File: config.mk
export PLATFORM = sky130hd
export DESIGN_NAME = contact_bounce_gen
export DESIGN_NICKNAME = d
export VERILOG_FILES = /design/src/rtl/contact_bounce_gen_pkg.sv /design/src/rtl/contact_bounce_gen_lfsr16.sv /design/src/rtl/contact_bounce_gen.sv
export SDC_FILE = /design/constraint.sdc
export NUM_CORES = 1
export LEC_CHECK = 0
export ABC_CLOCK_PERIOD_IN_PS = 2200
export CORE_ASPECT_RATIO = 0.75
export CORE_MARGIN = 2
export CORE_UTILIZATION = 57
export DETAILED_ROUTE_END_ITERATION = 10
export HOLD_SLACK_MARGIN = 0.02
export PLACE_DENSITY = 0.76
export SLEW_MARGIN = 20
export SYNTH_ARGS = -nofsm -noshare
export SYNTH_HDL_FRONTEND = slang
export SYNTH_SLANG_ARGS = --single-unit
export TNS_END_PERCENT = 1
File: constraint.sdc
create_clock -name clk -period 2.2 [get_ports clk]
set_clock_uncertainty 0.05 [all_clocks]
set_input_delay 0.22 -clock clk [delete_from_list [all_inputs] [get_ports clk]]
set_output_delay 0.22 -clock clk [all_outputs]
set_load 0.005 [all_outputs]
File: src/rtl/contact_bounce_gen_pkg.sv
// Shared types and constants for the contact bounce emulator.
package bounce_gen_pkg;

   typedef enum logic {
      IDLE   = 1'b0,
      BOUNCE = 1'b1
   } state_t;

   localparam int          LFSR_W       = 16;
   localparam logic [15:0] LFSR_TAPS    = 16'hB400;
   localparam logic [15:0] DEFAULT_SEED = 16'hACE1;

   // Right-shifting Galois step for x^16+x^14+x^13+x^11.
   function automatic logic [LFSR_W-1:0] lfsr_step(input logic [LFSR_W-1:0] q);
      return q[0] ? ((q >> 1) ^ LFSR_TAPS) : (q >> 1);
   endfunction

endpackage

File: src/rtl/contact_bounce_gen_lfsr16.sv
// Free-running 16-bit Galois LFSR; a zero seed falls back to the default seed.
module lfsr16
   import bounce_gen_pkg::*;
(
   input  logic              clk,
   input  logic              rst_n,
   input  logic [LFSR_W-1:0] seed,
   output logic [LFSR_W-1:0] q
);

   // NOTE: sequential state uses non-blocking assignments so every flop samples pre-edge values.
   always_ff @(posedge clk or negedge rst_n) begin
      if (!rst_n) begin
         q <= (seed == '0) ? DEFAULT_SEED : seed;
      end else begin
         q <= lfsr_step(q);
      end
   end

endmodule

File: src/rtl/contact_bounce_gen.sv
// Contact-bounce emulator: turns a clean level into a seeded bouncing contact.
// Optional transition counter on `edges` enabled by `define BOUNCE_GEN_EDGE_CNT_EN.
module contact_bounce_gen
   import bounce_gen_pkg::*;
#(
   parameter int          BOUNCE_TOTAL = 30,
   parameter int          SEG_BITS     = 3,
   parameter logic [15:0] SEED         = 16'hACE1
) (
   input  logic        clk,
   input  logic        rst_n,
   input  logic        lvl,
   output logic        but,
   output logic        busy
`ifdef BOUNCE_GEN_EDGE_CNT_EN
   ,
   output logic [15:0] edges
`endif
);

   localparam int            CW        = $clog2(BOUNCE_TOTAL + 1);
   localparam logic [CW-1:0] BCNT_LOAD = CW'(BOUNCE_TOTAL - 1);

   state_t              state, state_nxt;
   logic                target, target_nxt;
   logic [CW-1:0]       bcnt, bcnt_nxt;
   logic [SEG_BITS-1:0] seg, seg_nxt;
   logic                but_nxt, busy_nxt;
   logic                seg_advance;
   logic [LFSR_W-1:0]   lfsr;
   logic [SEG_BITS-1:0] newlen;
   logic                unused_lfsr_bits;

   lfsr16 u_lfsr (
      .clk   (clk),
      .rst_n (rst_n),
      .seed  (SEED),
      .q     (lfsr)
   );

   assign newlen           = lfsr[SEG_BITS:1];
   assign unused_lfsr_bits = ^lfsr[LFSR_W-1:SEG_BITS+1];

   // NOTE: every always_comb output gets a default first, so no path can infer a latch.
   always_comb begin
      state_nxt   = state;
      target_nxt  = target;
      bcnt_nxt    = bcnt;
      seg_nxt     = seg;
      but_nxt     = but;
      busy_nxt    = busy;
      seg_advance = 1'b0;

      unique case (state)
         IDLE: begin
            if (lvl != but) begin
               state_nxt  = BOUNCE;
               target_nxt = lvl;
               bcnt_nxt   = BCNT_LOAD;
               seg_nxt    = newlen;
               but_nxt    = ~but;
               busy_nxt   = 1'b1;
            end
         end
         BOUNCE: begin
            if (lvl != target) begin
               // Target moved mid-window: restart the window, keep bouncing.
               target_nxt  = lvl;
               bcnt_nxt    = BCNT_LOAD;
               seg_advance = 1'b1;
            end else if (bcnt == '0) begin
               but_nxt   = target;
               state_nxt = IDLE;
               busy_nxt  = 1'b0;
            end else begin
               bcnt_nxt    = bcnt - CW'(1);
               seg_advance = 1'b1;
            end
         end
         default: ;
      endcase

      if (seg_advance) begin
         if (seg == '0) begin
            but_nxt = lfsr[0];
            seg_nxt = newlen;
         end else begin
            seg_nxt = seg - SEG_BITS'(1);
         end
      end
   end

   // NOTE: only control/datapath registers exist here, and all of them take a reset value.
   always_ff @(posedge clk or negedge rst_n) begin
      if (!rst_n) begin
         state  <= IDLE;
         target <= 1'b0;
         bcnt   <= '0;
         seg    <= '0;
         but    <= 1'b0;
         busy   <= 1'b0;
      end else begin
         state  <= state_nxt;
         target <= target_nxt;
         bcnt   <= bcnt_nxt;
         seg    <= seg_nxt;
         but    <= but_nxt;
         busy   <= busy_nxt;
      end
   end

`ifdef BOUNCE_GEN_EDGE_CNT_EN
   always_ff @(posedge clk or negedge rst_n) begin
      if (!rst_n) begin
         edges <= 16'h0000;
      end else if ((but_nxt != but) && (edges != 16'hFFFF)) begin
         edges <= edges + 16'd1;
      end
   end
`endif

endmodule
==> impl_metrics.tcl, run 1 <==
set metrics [dict create \
    dp_slack_ns 0.238 \
    synth.distinct_cells 34 \
    power_leakage_uw 0.000578 \
    cts_root_buffer "clkbuf_4" \
    r2r_slack_ns 0.33 \
    ant_nets 0 \
    die_w_um 57.0 \
    status "completed" \
    gr-total-overflow 0 \
    grt_max_degree 29 \
    cp.required_ns 2.37 \
    end_kind "flop" \
    hp-class "primary input to asynchronous set/reset pin" \
    antenna_cells 0 \
    drv_slew 0 \
    postCtsSetupBuffers 0 \
    numCtsBuffers 3 \
    fin_crit_sh_pct 85.2 \
    final_nets 116 \
    path_clk_slew_ns 0.15 \
    syn_inst 101 \
    htreeDepth 1 \
    worstMarginPinSlew_ns 0.452 \
    fin_area_um2 1300 \
    clock.fmax_ghz 0.534 \
    routed_wl_um 2060 \
    arrival_ns 2.04 \
    grt_pass1_vias 763 \
    worstSkewPairLatency_ns 0.32 \
    io-pin-count 5 \
    critPathMaxFanout 7 \
    yosys.area.top_type "dfrtp_1" \
    path_class "flop to flop" \
    yosys_warnings 0 \
    netlist_top_cells_count "20 x dfrtp_1, 9 x nand2_1, 8 x dfstp_2, 8 x o21ai_0" \
    final.min_clock_period_ns 1.87 \
    synth_top_area_share_pct 41.7 \
    placementRows 14 \
    drive_gt1_share_pct 17.4 \
    die_area_um2 2490 \
    dp_hpwl_um 1440 \
    viasPerCell 5.70 \
    antenna_found_initial 0 \
    cts_tree "done" \
    fp.coreArea_um2 2000 \
    rsz0062_at_grt "no" \
    synth.cell_area_um2 1200 \
    maxCapViolCount 0 \
    holdBufCountCts 0 \
    setup_violations 0 \
    synthesis.nets 107 \
    grt_usage_pct 20.4 \
    ys_top_cells_by_area "dfrtp_1 42%, dfstp_2 18%, xor2_1 3.6%, o21ai_0 3.3%, ha_1 3.1%" \
    worst_slack_ns 0.326 \
    syn_to_final_growth_pct 8.24 \
    vias 758 \
    async_reset_ff_share_pct 100 \
    clkSinkCount 28 \
    drt_iter0_markers 23 \
    placed_area_um2 1270 \
    dp.cells 129 \
    fin_cells 133 \
    wire_per_inst_um 15.5 \
    grt_pass1_wl_um 3800 \
    initial_core_util_pct 60.1 \
    vdd_ir_drop_max_uv 629 \
    synth-edff-count 0 \
    die_h_um 43.7 \
    port_buffers 4 \
    slew_headroom_pct 69.7 \
    cp-start-kind "flop" \
    drt_pre_antenna_iters 4 \
    cts.path.max_buffers 2 \
    finalSetupTns_ns 0 \
    power.density_cell_area_nw_per_um2 642 \
    ys_seq_elements 28 \
    synth_most_common_cell "dfrtp_1" \
    ff2ff_path_depth 6 \
    r2r_end "bcnt[2]$_DFFE_PN0P_" \
    crit_start "bcnt[0]$_DFFE_PN0P_" \
    worstSetupEndpoint "bcnt[2]$_DFFE_PN0P_" \
    synth-main-ff-cell "dfrtp_1" \
    r2r-start "bcnt[0]$_DFFE_PN0P_" \
    cts_resized 0 \
    place_congestion 0.802 \
    drc 0 \
    synth_seq_area_share_pct 59.2 \
    finalHoldViolations 0 \
    syn_avg_cell_area_um2 11.9 \
]
metal layers:
| layer | up-vias | wire length, um | GRT usage, % |
|---|---|---|---|
| li1 | 368 | - | - |
| met4 | 0 | 0 | 2.79 |
| met1 | 372 | 1030 | 30.7 |
| met3 | 0 | 86 | 5.37 |
| met5 | - | 0 | 0 |
| met2 | 18 | 943 | 31.0 |
where the power goes:
part,total [uW],internal [uW],switching [uW]
clock,214,71.0,143
combinational,72.3,32.7,39.6
sequential,548,529,19.0
total,834,633,201
registers in the layout, summed over array words and instances (netlist names):
register and count:
busy 1, but 1, seg 3, u_lfsr.q 16, bcnt 5, state 1
target 1
cell type report:
type                            count  area [um2]
Tap cell                           24        30.0
Sequential cell                    28         711
Timing Repair Buffer                7        62.6
Clock buffer                        4        26.3
Fill cell                         169         698
Inverter                            6        22.5
Multi-Input combinational cell     64         447
placed cells by master (no fill, tap or decap), types with 3 or more instances in the layout:
cell / instances
nor3_1: 3
nand2_1: 9
dfstp_2: 8
ha_1: 3
xor2_1: 5
buf_4: 3
clkbuf_4: 3
a21oi_1: 5
o21ai_0: 8
clkdlybuf4s50_1: 4
dfrtp_1: 20
nor2_1: 3
o221ai_1: 3
inv_1: 5
how the worst min path moves through the flow:
stage / from / to / cells after the start
6_report: rst_n / u_lfsr.q[9]$_DFF_PN0_ / 2
3_5_place_dp: u_lfsr.q[4]$_DFF_PN0_ / u_lfsr.q[3]$_DFF_PN0_ / 0
5_1_grt: rst_n / u_lfsr.q[2]$_DFF_PN0_ / 2
4_1_cts: rst_n / bcnt[4]$_DFFE_PN0P_ / 2
2_1_floorplan: rst_n / bcnt[0]$_DFFE_PN0P_ / 0
3_3_place_gp: u_lfsr.q[12]$_DFF_PN0_ / u_lfsr.q[11]$_DFF_PN1_ / 0
critical path, stage by stage (launching register included):
cell and delay, ns:
dfrtp_1 0.41, inv_1 0.10, ha_1 0.21, nor4b_4 0.23, and3_1 0.31, nor3_1 0.08
or3b_1 0.37
kinds of logic (layout without fill, tap and decap cells):
logic type / after synthesis / count (layout) / share of synthesized area, %
AND/OR/NAND/NOR: 28 / 28 / 14.4
flip-flops: 28 / 28 / 59.2
AO/OA/AOI/OAI: 23 / 23 / 12.0
buffers and inverters: 9 / 17 / 3.54
XOR/XNOR: 7 / 7 / 5.11
multiplexers: 3 / 3 / 2.61
adder cells (fa/ha/maj): 3 / 3 / 3.13
stage by stage:
| step | hold slack [ns] | utilization, % | power [uW] |
|---|---|---|---|
| global placement | 0.285 | 63.7 | 625 |
| CTS | 0.198 | 65.0 | 843 |
| detailed placement | 0.289 | 63.7 | 630 |
| floorplan | -0.126 | - | 599 |
| finish | 0.198 | 65.0 | 834 |
| global route | 0.221 | 65.0 | 881 |
(Power assumes the default switching activity.)
==> inputs of run 2 (changes only) <==
--- a/config.mk
+++ b/config.mk
@@ -12,6 +12,7 @@
 export DETAILED_ROUTE_END_ITERATION = 10
 export HOLD_SLACK_MARGIN = 0.02
 export PLACE_DENSITY = 0.76
+export RECOVER_POWER = 25
 export SLEW_MARGIN = 20
 export SYNTH_ARGS = -nofsm -noshare
 export SYNTH_HDL_FRONTEND = slang
==> impl_metrics.tcl, run 2 (same netlist as run 1, synthesis figures left out) <==
set metrics [dict create \
    ant_nets 0 \
    vias 758 \
    mostFrequentLayoutCell "dfrtp_1" \
    port_buffers 4 \
    hp-class "flop to flop" \
    grt_usage_pct 20.4 \
    die_area_um2 2490 \
    crit_family "simple AND/OR/NAND/NOR gates" \
    antenna_found_initial 0 \
    rsz0062_at_grt "no" \
    critPathBufInv 1 \
    vdd_ir_drop_max_uv 629 \
    maxCapViolCount 0 \
    r2r-start "bcnt[0]$_DFFE_PN0P_" \
    clock.fmax_ghz 0.534 \
    drv_slew 0 \
    drive_gt1_share_pct 16.5 \
    cp-start-kind "flop" \
    worstMarginPinSlew_ns 1.45 \
    arrival_ns 2.04 \
    die_w_um 57.0 \
    crit_start "bcnt[0]$_DFFE_PN0P_" \
    finalHoldViolations 0 \
    worstSkewPairLatency_ns 0.32 \
    cts.path.max_buffers 2 \
    setup_violations 0 \
    path_clk_slew_ns 0.15 \
    routed_wl_um 2060 \
    final_nets 116 \
    path_class "flop to flop" \
    post-route-util_pct 64.8 \
    grt_pass1_wl_um 3800 \
    fin_cells 133 \
    regMostFlops "u_lfsr.q" \
    crit_chain "inv_1 -> ha_1 -> nor4b_4 -> and3_1 -> nor3_1 -> or3b_1" \
    final.min_clock_period_ns 1.87 \
    status "completed" \
    power.density_cell_area_nw_per_um2 643 \
    numCtsBuffers 3 \
    final_cell_mix "20 x dfrtp_1, 9 x nand2_1, 8 x o21ai_0, 8 x dfstp_2" \
    place_congestion 0.802 \
    slowest_stage "dfrtp_1" \
    dp.cells 129 \
    cp.required_ns 2.37 \
    grt_max_degree 29 \
    dp_hpwl_um 1440 \
    postCtsSetupBuffers 0 \
    drt_iter0_markers 23 \
    wl_met3_um 86 \
    htreeDepth 1 \
    antenna_cells 0 \
    cts_resized 0 \
    holdBufCountCts 0 \
    viasPerCell 5.70 \
    end_kind "flop" \
    wl_met2_um 942 \
    cts_tree "done" \
    finalSetupTns_ns 0 \
    min_from "u_lfsr.q[6]$_DFF_PN1_" \
    largest_reg_flops 16 \
    wire_per_inst_um 15.5 \
    wl_met1_um 1030 \
    fp.coreArea_um2 2000 \
    cts_root_buffer "clkbuf_4" \
    drc 0 \
    initial_core_util_pct 60.1 \
    clkSinkCount 28 \
    syn_to_final_growth_pct 7.92 \
    gr-total-overflow 0 \
    fin_crit_sh_pct 85.2 \
    largest_registers "u_lfsr.q x16, bcnt x5, seg x3" \
    placementRows 14 \
    die_h_um 43.7 \
    power_leakage_uw 0.000575 \
    critPathMaxFanout 7 \
    io-pin-count 5 \
    grt_pass1_vias 763 \
    topRoutingLayerUsed "met3" \
    slowest_delay_ns 0.41 \
    drt_pre_antenna_iters 4 \
    slew_headroom_pct 3.26 \
]
==> run 2: routing by layer <==
metal  vias up  track usage [%]
met5         -                0
met4         0             2.79
met3         0             5.37
met2        18             31.0
met1       372             30.7
li1        368                -
==> run 2: stage by stage <==
step	power [uW]	hold slack (ns)	setup slack, ns	cell area (um2)
6_report	833	0.317	0.326	1290
2_1_floorplan	599	-0.126	0.451	1200
4_1_cts	843	0.198	0.308	1300
5_1_grt	880	0.313	0.194	1290
3_3_place_gp	625	0.285	0.341	1270
3_5_place_dp	630	0.289	0.238	1270
==> run 2: area by class of cell <==
cell class / count / area (um2)
flip-flops and latches: 28 / 711
inverters: 6 / 22.5
clock buffers: 4 / 26.3
repair buffers: 7 / 58.8
multi-input cells: 64 / 447
fillers: 171 / 702
well taps: 24 / 30.0
==> run 2: worst paths after layout <==
path                                    endpoint  slack [ns]  cells after the start
setup reg to reg             bcnt[2]$_DFFE_PN0P_        0.33                      6
max in group asynchronous        state$_DFF_PN0_        0.56                      2
hold reg to reg            u_lfsr.q[5]$_DFF_PN1_        0.32                      0
min in group asynchronous  u_lfsr.q[9]$_DFF_PN0_        0.70                      2
setup / recovery             bcnt[2]$_DFFE_PN0P_        0.33                      6
hold / removal             u_lfsr.q[5]$_DFF_PN1_        0.32                      0
==> run 2: worst register-to-register path, delay by kind of cell (launching register included) <==
family,cells,cell delay (ns)
simple gates,4,0.99
buf+inv,1,0.10
fa+ha+maj,1,0.21
flops,1,0.41
==> run 2: power by group <==
part           internal [uW]  switching (uW)  leakage [uW]  total (uW)
Combinational           31.5            39.6      0.000223        71.0
Sequential               529            19.0      0.000336         548
Clock                   71.0             143     0.0000150         214
